--- src/rtl/line_fill_unit.sv ---
// Cache line refill engine: fetches one line as single-word beats, critical word first
// with wrap-around, forwards the critical word early and strobes the assembled line.
module line_fill_unit #(
  parameter int ADDR_W = 32,
  parameter int BEAT_W = 32,
  parameter int LINE_W = 512
) (
  input  logic              clk,
  input  logic              rst_n,
  input  logic              fill_req,
  input  logic [ADDR_W-1:0] fill_addr,
  output logic              fill_busy,
  output logic              crit_valid,
  output logic [BEAT_W-1:0] crit_data,
  output logic              fill_done,
  output logic [LINE_W-1:0] fill_line,
  output logic              mem_req,
  output logic [ADDR_W-1:0] mem_addr,
  input  logic              mem_ack,
  input  logic [BEAT_W-1:0] mem_rdata,
  output logic [1:0]        dbg_state
);

  localparam int BEATS  = LINE_W / BEAT_W;
  localparam int IDX_W  = $clog2(BEATS);
  localparam int OFF_W  = $clog2(LINE_W / 8);
  localparam int LANE_W = $clog2(BEAT_W / 8);
  localparam int BASE_W = ADDR_W - OFF_W;

  // Handshake: a beat transfers on any rising edge where mem_req && mem_ack are both
  // high; mem_rdata is valid in that same cycle. mem_addr only moves after a transfer.

  typedef enum logic [1:0] {
    IDLE  = 2'd0,
    FETCH = 2'd1,
    DONE  = 2'd2
  } state_t;

  state_t            state, state_nx;
  logic [BASE_W-1:0] base;
  logic [IDX_W-1:0]  idx, idx_nx;
  logic [IDX_W-1:0]  count, count_nx;
  logic              unused_lane;

  assign unused_lane = ^fill_addr[LANE_W-1:0];
  assign idx_nx      = idx + IDX_W'(1);
  assign count_nx    = count + IDX_W'(1);
  assign dbg_state   = state;

  always_ff @(posedge clk) begin
    if (!rst_n) state <= IDLE;
    else        state <= state_nx;
  end

  always_comb begin
    state_nx = state;
    case (state)
      IDLE:    if (fill_req) state_nx = FETCH;
      FETCH:   if (mem_ack && count == IDX_W'(BEATS - 1)) state_nx = DONE;
      DONE:    state_nx = IDLE;
      default: state_nx = IDLE;
    endcase
  end

  always_comb begin
    fill_busy = 1'b0;
    mem_req   = 1'b0;
    fill_done = 1'b0;
    case (state)
      FETCH: begin
        fill_busy = 1'b1;
        mem_req   = 1'b1;
      end
      DONE: begin
        fill_busy = 1'b1;
        fill_done = 1'b1;
      end
      default: ;
    endcase
  end

  // Datapath: request capture, beat placement by slot index, critical-word forwarding.
  always_ff @(posedge clk) begin
    if (!rst_n) begin
      base       <= '0;
      idx        <= '0;
      count      <= '0;
      mem_addr   <= '0;
      fill_line  <= '0;
      crit_data  <= '0;
      crit_valid <= 1'b0;
    end else begin
      crit_valid <= 1'b0;
      case (state)
        IDLE: begin
          if (fill_req) begin
            base     <= fill_addr[ADDR_W-1:OFF_W];
            idx      <= fill_addr[OFF_W-1:LANE_W];
            count    <= '0;
            mem_addr <= {fill_addr[ADDR_W-1:LANE_W], {LANE_W{1'b0}}};
          end
        end
        FETCH: begin
          if (mem_ack) begin
            for (int w = 0; w < BEATS; w++) begin
              if (idx == IDX_W'(w)) fill_line[w*BEAT_W +: BEAT_W] <= mem_rdata;
            end
            idx      <= idx_nx;
            count    <= count_nx;
            mem_addr <= {base, idx_nx, {LANE_W{1'b0}}};
            if (count == '0) begin
              crit_data  <= mem_rdata;
              crit_valid <= 1'b1;
            end
          end
        end
        default: ;
      endcase
    end
  end

endmodule
--- config.mk ---
export PLATFORM = sky130hd
export DESIGN_NAME = line_fill_unit
export DESIGN_NICKNAME = d
export VERILOG_FILES = /design/src/rtl/line_fill_unit.sv
export SDC_FILE = /design/constraint.sdc
export NUM_CORES = 1
export LEC_CHECK = 0
export ABC_CLOCK_PERIOD_IN_PS = 4400
export BUFFER_PORTS_ARGS = -buffer_cell sky130_fd_sc_hd__buf_2
export CELL_PAD_IN_SITES_DETAIL_PLACEMENT = 1
export CELL_PAD_IN_SITES_GLOBAL_PLACEMENT = 2
export CORE_MARGIN = 4
export CORE_UTILIZATION = 32
export CTS_BUF_LIST = sky130_fd_sc_hd__clkbuf_4
export DETAILED_ROUTE_END_ITERATION = 10
export GPL_TIMING_DRIVEN = 1
export PLACE_DENSITY_LB_ADDON = 0.25
export SYNTH_ARGS = -nofsm -noshare
export SYNTH_HDL_FRONTEND = slang
export SYNTH_SLANG_ARGS = --single-unit
--- constraint.sdc ---
create_clock -name clk -period 4.4 [get_ports clk]
set_clock_uncertainty 0.15 [all_clocks]
set_input_delay 0.44 -clock clk [delete_from_list [all_inputs] [get_ports clk]]
set_output_delay 0.44 -clock clk [all_outputs]
set_load 0.01 [all_outputs]
==> run metrics <==
status complete, no violations; amount of wire on met3 after detailed routing 7380 µm; number of placement rows 95; worst setup timing slack at the placement stage 1399 ps; count of endpoints failing hold in the final timing report 0; Post-Route Setup TNS 0 ps; antenna violations before repair 2; top achievable clock speed 307.8 MHz; Slew Limit Fails 0; proportion of register bits with asynchronous set or reset after synthesis 0%; insertion delay to the later sink of the worst-skew pair 960 ps; Layout Utilization 42.07%; register bit count reported by yosys 607; Ports 650; clock-pin transition on the worst setup and hold timing paths 60 ps; Power per Cell Area 442.1 nW/µm²; most area-hungry cell type in the Yosys netlist sky130_fd_sc_hd__dfxtp_1; clock tree root driver cell sky130_fd_sc_hd__clkbuf_4; GRT Resource Usage Total 26.54%; sequence of cells on the critical path inv_1, ha_2, mux2_4, a21boi_4, mux2i_1, a31oi_1, dlygate4sd3_1; Via Count 22020; vias per cell 4.962; number of flops mapped to enable cells by yosys 0; category of the most critical setup path flop to flop; Max Fanout on Critical Path 30; fill cell count 8442; capturing element type of the critical path flop; drt first-iter violations 1167; standby leakage power 0.01187 µW; met2 wire len 49850 µm; placed wire-length estimate 65900 µm; total number of clock tree sinks 607; peak per-stage delay on the critical path 810 ps; proportion of synthesized chip area in sequential cells 55.80%; Post-Syn Area per Cell 7.850 µm²; peak supply drop 0.0002431 V; count of unresolved DRC violations after routing 0; clock tree from TritonCTS built; maxcap violations 0; number of detailed-route iterations in the first pass 5; buffers added on ports 645; average routed wire per standard cell 22.55 µm; CP max-delay cell sky130_fd_sc_hd__a21boi_4; required time of the worst setup path 5040 ps; wire length of the first global-routing pass 143200 µm; number of global-route vias before repair 22280; Total Die Area 72290 µm²; unrepaired setup endpoints after global routing false; Die Y-Extent 268.9 µm; overall power of the completed layout 12510 µW; maximum number of pins on one net before global-route repair 130; data arrival time at the worst-slack endpoint 3890 ps; post-synth design cell area 21780 µm²; net count of the finished layout 3514; final period demand of the worst path 3249 ps; number of buffers created by CTS 172; grt ovf 0; share of the synthesized area in the top cell type 55.80%; actual transition at the worst max-transition pin 1104 ps; Relative slew margins 26.40%; H-tree depth 4; antenna-violating nets left 0; final hold slack 150.0 ps; Final setup viols 0; Core Area 67280 µm²; Resize count post-CTS 0; top sig layer met4; final critical-path share of the clock period 73.85%; routed wire length 100000 µm; horizontal die dimension 268.9 µm; share of cells above drive strength 1 27.46%; Yosys Warn Count 0; Startpoint Class flop; global placement routability congestion 0.8138; Distinct cells, synth 38; growth of design area from synthesis to finish 29.96%; top area cells in the synthesized netlist sky130_fd_sc_hd__dfxtp_1 56%, sky130_fd_sc_hd__nand2_1 20%, sky130_fd_sc_hd__a21oi_1 13%; instance count of the mapped netlist 2774; Starting Density 32.37%; class of the tightest hold or removal check input pin to flop; dominant register cell in the synthesized netlist sky130_fd_sc_hd__dfxtp_1; met1 WL 38920 µm; worst setup margin 1151 ps; largest buffer count on any clock path 3
==> routing by layer <==
metal  vias to the layer above  global-route usage [%]
met5                         -                       0
met4                         0                   11.19
met3                       182                   8.249
met2                       685                   46.47
met1                     10820                   30.00
li1                      10330                       -
==> cell families after synthesis <==
family / count (synthesis) / share of synthesized area (%)
and+or+nand+nor: 1234 / 21.83
AOI/OAI and AO/OA: 612 / 14.74
DFF: 607 / 55.80
buffers and inverters: 279 / 5.591
muxes: 31 / 1.448
adders and majority gates: 10 / 0.5746
other: 1 / 0.01722
==> sequential cells by signal, indices dropped and copies added, names as in the netlist <==
signal / cells
base: 26
count: 4
crit_data: 32
crit_valid: 1
dbg_state: 2
fill_line: 512
idx: 3
mem_addr: 27
==> cell type report <==
class	count	area (µm²)	share of cell area, %
clock buffers	265	1989	7.029
flip-flops and latches	607	12150	42.94
diodes	2	5.005	0.01768
inverters	9	41.29	0.1459
repair buffers	757	4349	15.37
well taps	873	1092	3.860
clock inverters	35	201.4	0.7118
multi-input cells	1889	8471	29.93
==> report_power, final <==
| part | switching [µW] | total (µW) | internal [µW] | leakage [µW] |
|---|---|---|---|---|
| Sequential | 111 | 5790 | 5680 | 0.00490 |
| Clock | 2450 | 5290 | 2840 | 0.00131 |
| Combinational | 986 | 1430 | 447 | 0.00565 |
==> per-stage QoR <==
step,std cells,cell area [µm²]
2_1_floorplan,2775,21780
3_3_place_gp,4048,25230
3_5_place_dp,4048,25230
4_1_cts,4435,28300
5_1_grt,4437,28300
6_report,4437,28300
==> final timing paths <==
| check | startpoint | endpoint | slack (ps) | cells after the start |
|---|---|---|---|---|
| worst max register to register | dbg_state[1] | idx[2] | 1150 | 7 |
| worst max-delay path | dbg_state[1] | idx[2] | 1150 | 7 |
| worst min register to register | fill_line[509] | fill_line[509] | 300 | 2 |
| worst min-delay path | fill_addr[9] | base[3] | 150 | 4 |
==> critical path: cells and delay by family, from the launching register on <==
family / cells / cell delay (ps)
compound gates: 2 / 910
flops: 1 / 330
mux: 2 / 560
fa+ha+maj: 1 / 430
buf+inv: 2 / 700
==> cell usage in the layout, fill, tap and decap left out, types with 3 or more instances in the layout <==
cell type	n
sky130_fd_sc_hd__a21oi_1	574
sky130_fd_sc_hd__and3_1	3
sky130_fd_sc_hd__inv_1	8
sky130_fd_sc_hd__dlygate4sd3_1	87
sky130_fd_sc_hd__mux2i_1	30
sky130_fd_sc_hd__nand2b_1	3
sky130_fd_sc_hd__buf_4	20
sky130_fd_sc_hd__buf_2	645
sky130_fd_sc_hd__nor3_1	4
sky130_fd_sc_hd__inv_2	4
sky130_fd_sc_hd__dfxtp_1	607
sky130_fd_sc_hd__nand3_2	7
sky130_fd_sc_hd__and2b_1	3
sky130_fd_sc_hd__clkinv_1	25
sky130_fd_sc_hd__a211oi_2	7
sky130_fd_sc_hd__nand2_1	1148
sky130_fd_sc_hd__and3_2	6
sky130_fd_sc_hd__nand4_1	4
sky130_fd_sc_hd__clkbuf_4	265
sky130_fd_sc_hd__and4_1	3
sky130_fd_sc_hd__nand3_1	5
sky130_fd_sc_hd__nor2_1	34
sky130_fd_sc_hd__buf_12	5
sky130_fd_sc_hd__nor2_2	4
sky130_fd_sc_hd__ha_1	9
sky130_fd_sc_hd__a211oi_1	21
==> cells in the mapped netlist (2+ instances only) <==
| cell type | number |
|---|---|
| sky130_fd_sc_hd__nand2b_1 | 4 |
| sky130_fd_sc_hd__and4_1 | 4 |
| sky130_fd_sc_hd__clkbuf_1 | 175 |
| sky130_fd_sc_hd__or2_2 | 2 |
| sky130_fd_sc_hd__and2b_1 | 3 |
| sky130_fd_sc_hd__and2_1 | 2 |
| sky130_fd_sc_hd__nand4_1 | 4 |
| sky130_fd_sc_hd__a21oi_1 | 574 |
| sky130_fd_sc_hd__buf_1 | 5 |
| sky130_fd_sc_hd__ha_1 | 10 |
| sky130_fd_sc_hd__buf_6 | 4 |
| sky130_fd_sc_hd__a211oi_1 | 21 |
| sky130_fd_sc_hd__o32ai_1 | 2 |
| sky130_fd_sc_hd__and3_1 | 9 |
| sky130_fd_sc_hd__nor3_1 | 4 |
| sky130_fd_sc_hd__nand3_1 | 12 |
| sky130_fd_sc_hd__nor2_1 | 38 |
| sky130_fd_sc_hd__nand2_1 | 1148 |
| sky130_fd_sc_hd__buf_2 | 73 |
| sky130_fd_sc_hd__inv_1 | 9 |
| sky130_fd_sc_hd__mux2i_1 | 30 |
| sky130_fd_sc_hd__a211oi_2 | 7 |
| sky130_fd_sc_hd__buf_4 | 13 |
| sky130_fd_sc_hd__dfxtp_1 | 607 |
==> what timing repair did <==
action                                  CTS  global route
hold endpoints to repair                607             0
endpoints found under the setup margin    0             0
buffers inserted                          0             0
hold buffers                             87             0
Power figures use the tool's default switching activity.
